$ cat config.mk
export PLATFORM = sky130hd
export DESIGN_NAME = score_controller
export DESIGN_NICKNAME = d
export VERILOG_FILES = /design/src/rtl/score_controller.sv
export SDC_FILE = /design/constraint.sdc
export NUM_CORES = 1
export LEC_CHECK = 0
export CAP_MARGIN = 20
export CORE_MARGIN = 2
export CORE_UTILIZATION = 43
export DETAILED_ROUTE_END_ITERATION = 8
export PLACE_DENSITY = 0.66
export SYNTH_ARGS = -nofsm -noshare
export SYNTH_HDL_FRONTEND = slang
export SYNTH_SLANG_ARGS = --single-unit
$ cat constraint.sdc
create_clock -name clock_100Mhz -period 7.77 [get_ports clock_100Mhz]
set_clock_uncertainty 0.05 [all_clocks]
set_input_delay 1.1655 -clock clock_100Mhz [delete_from_list [all_inputs] [get_ports clock_100Mhz]]
set_output_delay 1.1655 -clock clock_100Mhz [all_outputs]
set_load 0.05 [all_outputs]
$ cat src/rtl/score_controller.sv
// Game-state sequencer: IDLE/PLAY/OVER FSM with BCD score and high score,
// display select, blink and leading-zero blanking for the 7-segment scanner.
module score_controller #(
  parameter int BLINK_HALF = 50_000_000,
  parameter int CNT_W      = 26
) (
  input  logic        clock_100Mhz,
  input  logic        reset,
  input  logic        start_btn,
  input  logic        pipe_passed,
  input  logic        collision,
  output logic [15:0] bcd_digits,
  output logic [3:0]  digit_blank,
  output logic [1:0]  game_state,
  output logic        new_high
);

  typedef enum logic [1:0] {
    IDLE = 2'b00,
    PLAY = 2'b01,
    OVER = 2'b10
  } state_t;

  localparam logic [CNT_W-1:0] CNT_MAX = CNT_W'(BLINK_HALF - 1);
  localparam logic [15:0]      SAT     = 16'h9999;

  state_t           state, state_n;
  logic [15:0]      score, score_n;
  logic [15:0]      high, high_n;
  logic [15:0]      shown;
  logic             start_q, start_edge;
  logic [CNT_W-1:0] blink_cnt, blink_cnt_n;
  logic             blink_off, blink_off_n;
  logic             new_high_n;

  function automatic logic [15:0] bcd_inc(input logic [15:0] v);
    logic [15:0] r;
    logic        c;
    r = v;
    c = 1'b1;
    for (int i = 0; i < 4; i++) begin
      if (c) begin
        if (r[i*4 +: 4] == 4'd9) begin
          r[i*4 +: 4] = 4'd0;
        end else begin
          r[i*4 +: 4] = r[i*4 +: 4] + 4'd1;
          c = 1'b0;
        end
      end
    end
    return r;
  endfunction

  // Units digit is never blanked by the zero rule.
  function automatic logic [3:0] lz_mask(input logic [15:0] v);
    logic [3:0] m;
    logic       lead;
    m    = 4'b0000;
    lead = 1'b1;
    for (int i = 3; i > 0; i--) begin
      lead = lead & (v[i*4 +: 4] == 4'd0);
      m[i] = lead;
    end
    return m;
  endfunction

  assign start_edge = start_btn & ~start_q;
  assign game_state = state;

  always_comb begin
    state_n     = state;
    score_n     = score;
    high_n      = high;
    new_high_n  = new_high;
    blink_cnt_n = blink_cnt;
    blink_off_n = blink_off;
    unique case (state)
      IDLE: begin
        if (start_edge) begin
          state_n    = PLAY;
          score_n    = '0;
          new_high_n = 1'b0;
        end
      end
      PLAY: begin
        if (collision) begin
          state_n     = OVER;
          blink_cnt_n = '0;
          blink_off_n = 1'b0;
          if (score > high) begin
            high_n     = score;
            new_high_n = 1'b1;
          end
        end else if (pipe_passed && score != SAT) begin
          score_n = bcd_inc(score);
        end
      end
      OVER: begin
        if (start_edge) begin
          state_n = IDLE;
        end else if (blink_cnt == CNT_MAX) begin
          blink_cnt_n = '0;
          blink_off_n = ~blink_off;
        end else begin
          blink_cnt_n = blink_cnt + 1'b1;
        end
      end
      default: state_n = IDLE;
    endcase
  end

  assign shown = (state_n == IDLE) ? high_n : score_n;

  // Display registers follow next-state so they agree with game_state.
  always_ff @(posedge clock_100Mhz) begin
    if (!reset) begin
      state       <= IDLE;
      score       <= '0;
      high        <= '0;
      start_q     <= 1'b0;
      blink_cnt   <= '0;
      blink_off   <= 1'b0;
      new_high    <= 1'b0;
      bcd_digits  <= 16'h0000;
      digit_blank <= 4'b1110;
    end else begin
      state       <= state_n;
      score       <= score_n;
      high        <= high_n;
      start_q     <= start_btn;
      blink_cnt   <= blink_cnt_n;
      blink_off   <= blink_off_n;
      new_high    <= new_high_n;
      bcd_digits  <= shown;
      digit_blank <= (state_n == OVER && blink_off_n) ? 4'b1111
                                                      : lz_mask(shown);
    end
  end

endmodule
Word level (Yosys, flattened, before mapping)
Cells that the tools add are included.
{ "totals": {"word_cells": 93, "reg_bits": 83} }
{ "classes": {"n_eq_ne": 13, "n_reduce_logical": 12, "order_cmp": 1, "n_mux": 46, "bitwise_logic": 6, "addsub": 5} }
{ "ops": {"columns": ["operator", "count"], "rows": [
  ["16-bit two-way mux", 7],
  ["26-bit two-way mux", 3],
  ["26-bit case mux with 2 select lines", 1],
  ["16-bit case mux with 2 select lines", 1],
  ["4-bit two-way mux", 7],
  ["26-bit by 1-bit adder with 26-bit output, second input constant", 1],
  ["26-bit == test, second input constant", 1],
  ["1-bit two-way mux", 21],
  ["4-bit by 1-bit adder with 4-bit output, second input constant", 4],
  ["4-bit == test, second input constant", 4],
  ["16-bit > comparator", 1],
  ["16-bit inequality test, second input constant", 1],
  ["4-bit zero test", 3],
  ["2-bit inequality test, second input constant", 4],
  ["2-bit two-way mux", 3],
  ["2-bit case mux with 3 select lines", 1],
  ["2-bit == test, second input constant", 2],
  ["2-bit zero test", 2],
  ["1-bit case mux with 2 select lines", 2],
  ["4-bit AND reduction", 1],
  ["2-bit nonzero test", 2],
  ["1-bit AND", 3],
  ["1-bit NOT", 3],
  ["3-bit AND reduction", 1],
  ["other kinds (3)", 4]
]} }

Longest topological paths before layout
Gate-level depths: netlist of run 1.
{ "logic_depth": {"ltp_word": 21, "mapped_depth": 13, "ltp_nobuf": 10} }

Worst setup path before layout of run 1
OpenSTA, ideal clock, no wires.
{ "synth_timing": {"path_kind": "input -> register", "from": "in collision", "to": "reg digit_blank[1]", "setup_slack_ns": 4.743, "stages": 11, "required_ns": 7.636, "t_arrival_ns": 2.892, "setup_time_ns": 0.084, "n_path_buf": 3, "cell_sequence": "nand2b_1 buf_4 o21ai_1 a22oi_2 a21o_1 buf_4 buf_2 a31oi_1 a311oi_1 o2111ai_1 o31ai_2"} }
{ "synth_between": {"elab_chain_cells": 7} }
{ "synth_rtl": {"columns": ["element", "line", "rtl"], "rows": [
  ["start: declaration", "11", "input logic collision,"],
  ["2-bit two-way mux", "86", "if (collision) begin"],
  ["2-bit case mux with 3 select lines", "77", "unique case (state)"],
  ["2-bit zero test", "112", "assign shown = (state_n == IDLE) ? high_n : score_n;"],
  ["16-bit two-way mux", "112", null],
  ["4-bit zero test", "61", "lead = lead & (v[i*4 +: 4] == 4'd0);"],
  ["1-bit AND (2 in a row)", "61", null],
  ["end signal: assignment", "135", "digit_blank <= (state_n == OVER && blink_off_n) ? 4'b1111"],
  ["end: declaration", "13", "output logic [3:0] digit_blank,"]
]} }
Several ways; a longest one is shown, not always the timed one.
A chain may end at the register's enable or synchronous reset.

Worst setup path in the final report of run 1
Ends and elaborated chain as after synthesis.

==> results of run 1 <==
worst min-delay path, cell delays in order, from the launching register on:
cell and delay, ns:
sky130_fd_sc_hd__dfxtp_1 0.31, sky130_fd_sc_hd__nand2_1 0.05, sky130_fd_sc_hd__a21oi_1 0.05
cell type report:
cell class | count | area, um^2
Inverter | 28 | 105.1
Clock inverter | 6 | 41.29
Fill cell | 997 | 5258
Sequential cell | 83 | 1662
Tap cell | 136 | 170.2
Timing Repair Buffer | 31 | 300.3
Clock buffer | 10 | 127.6
Multi-Input combinational cell | 431 | 2753
cell families after synthesis:
group	count (synthesis)	share of synthesized area
xor gates and xnor gates	10	0.01882
muxes	5	0.01156
and+or+nand+nor	243	0.2691
AOI/OAI and AO/OA	144	0.2140
buffers and inverters	53	0.05161
adders and majority gates	29	0.07796
DFF	83	0.3570
registers in the layout (all words and copies together), names as in the netlist:
signal / count
blink_off: 1
new_high: 1
digit_blank: 4
high: 16
blink_cnt: 26
score: 16
game_state: 2
start_q: 1
bcd_digits: 16
worst paths after layout:
path	slack, ns	from	endpoint
max	3.66	collision	digit_blank[1]$_SDFF_PP1_
min	0.41	high[14]$_SDFF_PN0_	high[14]$_SDFF_PN0_
max reg2reg	3.81	game_state[0]$_SDFF_PN0_	digit_blank[1]$_SDFF_PP1_
min reg2reg	0.41	high[14]$_SDFF_PN0_	high[14]$_SDFF_PN0_
per-layer routing:
| layer | global-route usage | vias to the layer above | routed length (um) |
|---|---|---|---|
| met5 | 0 | - | 0 |
| met4 | 0.08333 | 0 | 276 |
| met3 | 0.03858 | 25 | 701 |
| met2 | 0.3702 | 147 | 5706 |
| met1 | 0.2757 | 2007 | 5384 |
| li1 | - | 2081 | - |
cell usage after synthesis, types with 10 or more instances:
library cell and n:
sky130_fd_sc_hd__clkbuf_1 12, sky130_fd_sc_hd__nand2_1 57, sky130_fd_sc_hd__nor2_1 67, sky130_fd_sc_hd__nand3_1 21
sky130_fd_sc_hd__dfxtp_1 83, sky130_fd_sc_hd__nor4_1 10, sky130_fd_sc_hd__a21oi_1 42, sky130_fd_sc_hd__ha_1 29
sky130_fd_sc_hd__inv_1 28, sky130_fd_sc_hd__nand4_1 16, sky130_fd_sc_hd__a31oi_1 10, sky130_fd_sc_hd__and2_1 17
sky130_fd_sc_hd__o21ai_0 23, sky130_fd_sc_hd__nor3_1 10, sky130_fd_sc_hd__a211oi_1 10
power by group through the flow:
stage	combinational, mW	sequential [mW]	clock, mW
detailed placement	0.161	0.454	0
floorplan	0.0788	0.490	0
finish	0.164	0.444	0.276
CTS	0.162	0.444	0.285
global placement	0.159	0.453	0
global route	0.176	0.445	0.302
==> impl.org, run 1 <==
** Die
- The core region is roughly 10000 um^2.
- The floorplan step set the die width to 108.0 um.
- Total Die Area :: 11670 um^2
- Pin placement for this block handled 28 I/O pins.
- Standard-cell row count :: 37
- The initial utilization of the core area, before any placement, comes to 0.4468.
- In this run the vertical extent of the chip is 108.0 um.

** Yosys
- Cell area after synthesis :: ~4700 um^2
- Yosys mapped the design onto 77 distinct sky130hd cell types.
- For this run, the register share of the synthesized area comes to 0.3570.
- Avg Cell Area, Syn :: 8.209 um^2
- Register bit total from synthesis :: 83
- Async S/R FF share, synth :: 0
- Top_reg_cell synth :: sky130_fd_sc_hd__dfxtp_1
- When the netlist entered floorplanning its net count stood at between 600 and 700.
- The largest total area in the synthesized netlist belongs to sky130_fd_sc_hd__dfxtp_1.
- Top-area cell type share of the netlist area :: 0.3570
- Cell types with the largest area share after synthesis :: sky130_fd_sc_hd__dfxtp_1 36%, sky130_fd_sc_hd__ha_1 7.8%, sky130_fd_sc_hd__nor2_1 5.4%
- Count of yosys warnings during synthesis :: 0
- The synthesized design contains 0 enable-type register cells.
- The cell count after synthesis came out at approximately 570.

** CTS
- H-tree depth :: 3
- Num Clock Sinks :: 83
- Post-CTS repair changed the size of 0 cells.
- At the later pin of the worst-skew pair, clock insertion delay measures about 0.37 ns.
- Clock tree synthesis inserted a total of 9 buffers.
- The number of hold buffers added after CTS was 0.
- The number of setup buffers added after CTS is 0.
- After clock tree synthesis, the clock-pin slew on the worst setup and hold paths is 0.08 ns.
- Number of buffers on the longest clock path :: 2
- TritonCTS clock tree :: yes
- CTS placed an instance of sky130_fd_sc_hd__clkbuf_8 at the clock tree root.

** Worst setup path
- Together, buffers and inverters on the worst path number 1.
- The critical path runs through a total of 9 cells.
- Crit path cell chain :: clkdlybuf4s50_1, nand2b_1, o21ai_1, a22oi_2, a21oi_1, a211oi_1, a311oi_1, o2111ai_1, o31ai_2
- Counting cells, the worst reg-to-reg path comes to 9.
- Endpoint class of the critical path :: flop
- Critical path required time :: 8.01 ns
- Critical path type :: input pin to flop
- Top Family by Delay on Critical Path :: compound AO/OA/AOI/OAI gates
- Startpoint Class :: input pin
- Of all nets on the critical path, the largest fanout is 12.
- The largest single stage delay on the critical path is 0.84 ns.
- CP max stage cell :: sky130_fd_sc_hd__a21oi_1
- Data arrival at the endpoint of the critical path :: 4.35 ns

** Timing
- The max-slew violation total from the final report came to 0.
- Summed over all failing endpoints, the final setup total negative slack is 0 ns.
- Final worst-path cycle share :: 0.5291
- Counting I/O delays and the setup requirement, the final critical path takes 4.111 ns.
- RSZ-0062 raised after global routing :: false
- Worst-Margin Slew :: about 1.0 ns
- The worst pin sits at a relative slew slack of 0.3088.
- Setup violations remaining at the end of the flow were counted as 0.
- Worst Setup Slack, final :: 3.659 ns
- Fmax :: 243.3 MHz
- The tightest hold path in the finished design has a slack of 0.4057 ns.
- Number of hold-slack violations in the final timing report :: 0

** Place
- The HPWL after detailed placement is between 8000 and 9000 um.
- Final estimated routing congestion in global placement :: 0.9177
- Including well taps, the total number of placed cells is 709.
- Once placement finished, the instance area stood at roughly 5000 um^2.
- Port bufs :: 27
- DP Worst Slack :: 3.383 ns

** Pwr
- Summed over all nets, the switching power comes to 0.2800 mW.
- Total power density per cell area :: between 150 and 200 nW/um^2
- Switching fraction of total power :: 0.3167
- The share of total power dissipated in the clock network is 0.313.
- Of the total power, registers draw 0.502.
- The analysis attributes to cell leakage a power of about 1.9 nW.
- Cell internal power dissipation :: 0.6040 mW
- Logic pwr share :: 0.185
- VDD sags by at most 78.42 uV.
- The design draws 0.8840 mW.

** Drt
- Antenna-violating nets left :: 0
- In the routed layout, each cell is associated on average with a via count of 5.876.
- After the first detailed-routing iteration, the DRC count stood at 449.
- For this block, the routed nets add up to 12070 um of wire.
- Routed wire per std cell :: 16.65 um
- Drc violations :: 0
- The first detailed-routing pass took 5 iterations.
- The routed layout has between 4000 and 5000 vias.

** Layout
- Diode insertion count for antenna repair :: 0
- In the layout the commonest cells are 83 x sky130_fd_sc_hd__dfxtp_1, 67 x sky130_fd_sc_hd__nor2_1, 57 x sky130_fd_sc_hd__nand2_1.
- Non-filler instance count after layout :: approximately 730
- Ratio of cells with drive above 1 in the final layout :: 0.07301
- Leaving out fill and tap cells, the most frequent cell in the layout is sky130_fd_sc_hd__dfxtp_1.
- Layout Utilization :: 0.4953
- The finished cells cover 5159 um^2.
- Area growth from synthesis to layout :: 10.83%
- The net count of the finished layout is 618.

** Global route
- The via count of the first global-routing pass is 4064.
- Largest net degree at the start of global routing :: 42
- Overall track demand over capacity in global routing :: 0.2182
- The initial antenna violation count came to 0.
- Summed over all layers, the global routing overflow is 0.
- The first global-routing pass estimated 20000 um of wire.

** Hold path
- The min-delay analysis places its worst path in the category flop to flop.
- The worst hold path was traced through 2 stages.

** Outcome
- The run finished with clean final reports.

** Job
- Max capacitance violation total :: 0
Power figures use the tool's default switching activity.
==> inputs of run 2 (changes only) <==
==> constraint.sdc (replaced) <==
create_clock -name clock_100Mhz -period 4.11 [get_ports clock_100Mhz]
set_clock_uncertainty 0.05 [all_clocks]
set_input_delay 0.6165 -clock clock_100Mhz [delete_from_list [all_inputs] [get_ports clock_100Mhz]]
set_output_delay 0.6165 -clock clock_100Mhz [all_outputs]
set_load 0.05 [all_outputs]
==> impl.org, run 2 (same netlist as run 1, synthesis figures left out) <==
** Worst setup path
- Startpoint Class :: flop
- The worst reg-to-reg path cell count was 9 (unchanged).
- The critical path is of the flop to flop type.
- The critical path goes through ha_1, a21oi_1, o21a_1, o211ai_2, a2111oi_4, nor2_2, a311oi_1, o2111ai_1, o31ai_2.
- The endpoint identified for the worst register-to-register timing path is digit_blank[1]$_SDFF_PP1_.
- In this run the critical register-to-register path is launched from score[7]$_SDFF_PN0_.
- Data arrival at the endpoint of the critical path :: 3.74 ns (-0.61 ns)
- STA classifies the critical path endpoint as a flop.
- CP max stage cell :: sky130_fd_sc_hd__a2111oi_4
- The register-to-register setup slack is 0.62 ns (-3.19 ns).
- The biggest fanout along the worst timing path came to 17 (+5).
- Following the worst setup path forward leads to its endpoint at digit_blank[1]$_SDFF_PP1_.
- Setup crit start :: score[7]$_SDFF_PN0_
- The delay of the slowest cell on the worst path is 0.69 ns (-0.15 ns).
- The data required time of the critical path came to 4.36 ns (-3.65 ns).

** Global route
- Routing layer with the top usage in global route :: met2
- First-pass GRT wire length :: 19530 um (-2.3%)
- The fraction of met2 tracks used by global routing is 0.3477 (-0.02246).
- The via count of the first global-routing pass came to 4048 (-0.39%).
- Met3 track utilization from global routing :: 0.06209 (+0.02351)
- The overall fraction of global-route tracks in use came to 0.2129 (-0.005304).
- The met1 routing resource usage after global routing is 0.2718 (-0.003932).
- The largest net degree at the start of global routing was 27 (-36%).
- Overall overflow remaining after global route :: 0 (unchanged)
- Initial antenna violation count :: 0 (unchanged)

** Layout
- The antenna diode count was 0 (unchanged).
- Most used cells in the layout excluding fill and tap cells :: 83 x sky130_fd_sc_hd__dfxtp_1, 67 x sky130_fd_sc_hd__nor2_1, 57 x sky130_fd_sc_hd__nand2_1
- Final design instance area without fill :: 5245 um^2 (+1.7%)
- Net total in the final layout :: 622 (+0.65%)
- Ratio of cells with drive above 1 in the final layout :: 0.08094 (+0.007939)
- The register with the most flip-flops in the final layout is blink_cnt.
- Most common cell after layout, fill and taps aside :: sky130_fd_sc_hd__dfxtp_1
- The number of flip-flops in the largest register was 26 (unchanged).
- Compared with the post-synthesis result, the final layout area differs by 12.69%.

** Pwr
- The overall power of the completed layout is 1.820 mW (+110%).
- IR drop worst, VDD :: 221.3 uV (+180%)
- The leakage power figure was 1.899 nW (+2.5%).
- The power per cell area was 347.0 nW/um^2 (+100%).

** Timing
- Worst Setup Slack, final :: 0.6195 ns (-3.040 ns)
- The final hold slack came to 0.4070 ns (+0.001339 ns).
- The count of endpoints failing setup in the final report was 0 (unchanged).
- The transition time at the pin with the least slew margin came to 0.9425 ns (-0.09434 ns).
- Static timing analysis puts the maximum clock frequency at 286.5 MHz.
- Tightest slew margin relative to the limit :: 0.3693 (+0.06057)
- Minimum clock period :: 3.490 ns
- Final worst-path cycle share :: 0.8493
- The max-slew violation total from the final report came to 0 (unchanged).
- The final setup TNS was 0 ns (unchanged).
- Setup repair after global routing left no endpoint under its margin.
- Number of hold-slack violations in the final timing report :: 0 (unchanged)

** Drt
- Drc violations :: 0 (unchanged)
- The average wire per standard cell came to 16.16 um (-2.9%).
- The first-pass iteration count of the detailed router is 5 (unchanged).
- Vias :: 4214 (-1.1%)
- The final wirelength was 11780 um (-2.4%).
- The number of nets still failing antenna checks after routing came to 0 (unchanged).
- Initial DRC Count :: 325 (-28%)
- The detailed-route vias per instance is 5.781 (-1.6%).

** CTS
- The clock network latency to the later pin of the worst-skew pair was 0.38 ns (about the same).
- The count of instances resized after the clock tree is built was 0 (unchanged).
- The largest buffer count on any clock path came to 2 (unchanged).
- The post-CTS clock slew at the launch and capture registers of the worst setup and hold paths is 0.09 ns (about the same).
- The number of buffers created by CTS was 9 (unchanged).
- Post-CTS setup buffers :: 0 (unchanged)
- Num Clock Sinks :: 83 (unchanged)
- Hold Buf Count CTS :: 0 (unchanged)
- H-tree depth :: 3 (unchanged)
- The tree is rooted in a sky130_fd_sc_hd__clkbuf_8.
- TritonCTS built the clock tree.

** Job
- Max capacitance violation total :: 0 (unchanged)

** Die
- IO Count :: 28 (unchanged)
- The die span in x came to 108.0 um (unchanged).
- Height of the die :: 108.0 um (unchanged)
- Effective utilization at floorplan :: 0.4468 (unchanged)
- The placeable core region was 10420 um^2 (unchanged).
- The placement row count is 37 (unchanged).
- Total Die Area :: 11670 um^2 (unchanged)

** Outcome
- The flow ran to the end, and the final reports show no timing, DRC or antenna violations.

** Place
- Port bufs :: 27 (unchanged)
- Cell area reported after detailed placement :: 5020 um^2 (+0.60%)
- The final weighted congestion in routability-driven placement was 0.8503 (-7.3%).
- The HPWL after detailed placement came to 8662 um (+1.1%).
- The pre-CTS setup slack was 0.6302 ns (-2.752 ns).

** Hold path
- Path type of the worst min-delay path :: flop to flop
- Worst hold path stage count :: 2 (unchanged)
run 2: through the flow:
| step | std cells | utilization |
|---|---|---|
| floorplan | 567 | - |
| global placement | 713 | 0.4819 |
| detailed placement | 713 | 0.4819 |
| CTS | 729 | 0.5035 |
| global route | 729 | 0.5035 |
| finish | 729 | 0.5035 |
run 2: power breakdown:
part	internal, mW	total (mW)	switching, mW
clock	0.346	0.665	0.319
sequential	0.827	0.839	0.0119
combinational	0.103	0.317	0.214
total	1.28	1.82	0.545
run 2: how the worst min path moves through the flow:
| stage | start | to | slack, ns |
|---|---|---|---|
| after CTS | high[11]$_SDFF_PN0_ | high[11]$_SDFF_PN0_ | 0.41 |
| after global routing | high[15]$_SDFF_PN0_ | high[15]$_SDFF_PN0_ | 0.44 |
| after global placement | high[11]$_SDFF_PN0_ | high[11]$_SDFF_PN0_ | 0.39 |
| final | high[11]$_SDFF_PN0_ | high[11]$_SDFF_PN0_ | 0.41 |
| after floorplan | high[11]$_SDFF_PN0_ | high[11]$_SDFF_PN0_ | 0.38 |
| after detailed placement | high[11]$_SDFF_PN0_ | high[11]$_SDFF_PN0_ | 0.40 |
run 2: final cells by class:
type	count	area (um^2)
clock buffer	9	123.9
clock inverter	7	101.3
fill	1000	5171
inverter	28	105.1
multi-input combinational	431	2753
sequential	83	1662
tap	136	170.2
timing repair buffer	35	330.3
run 2: critical path, delay by kind of cell (launching register included):
kind / cells / cell delay (ns)
compound gates: 7 / 2.22
fa+ha+maj: 1 / 0.31
flops: 1 / 0.50
simple gates: 1 / 0.31
run 2: layer usage:
| layer | part of all wire | vias to the layer above |
|---|---|---|
| li1 | - | 2084 |
| met1 | 0.46 | 2004 |
| met2 | 0.46 | 108 |
| met3 | 0.056 | 18 |
| met4 | 0.015 | 0 |
| met5 | 0 | - |
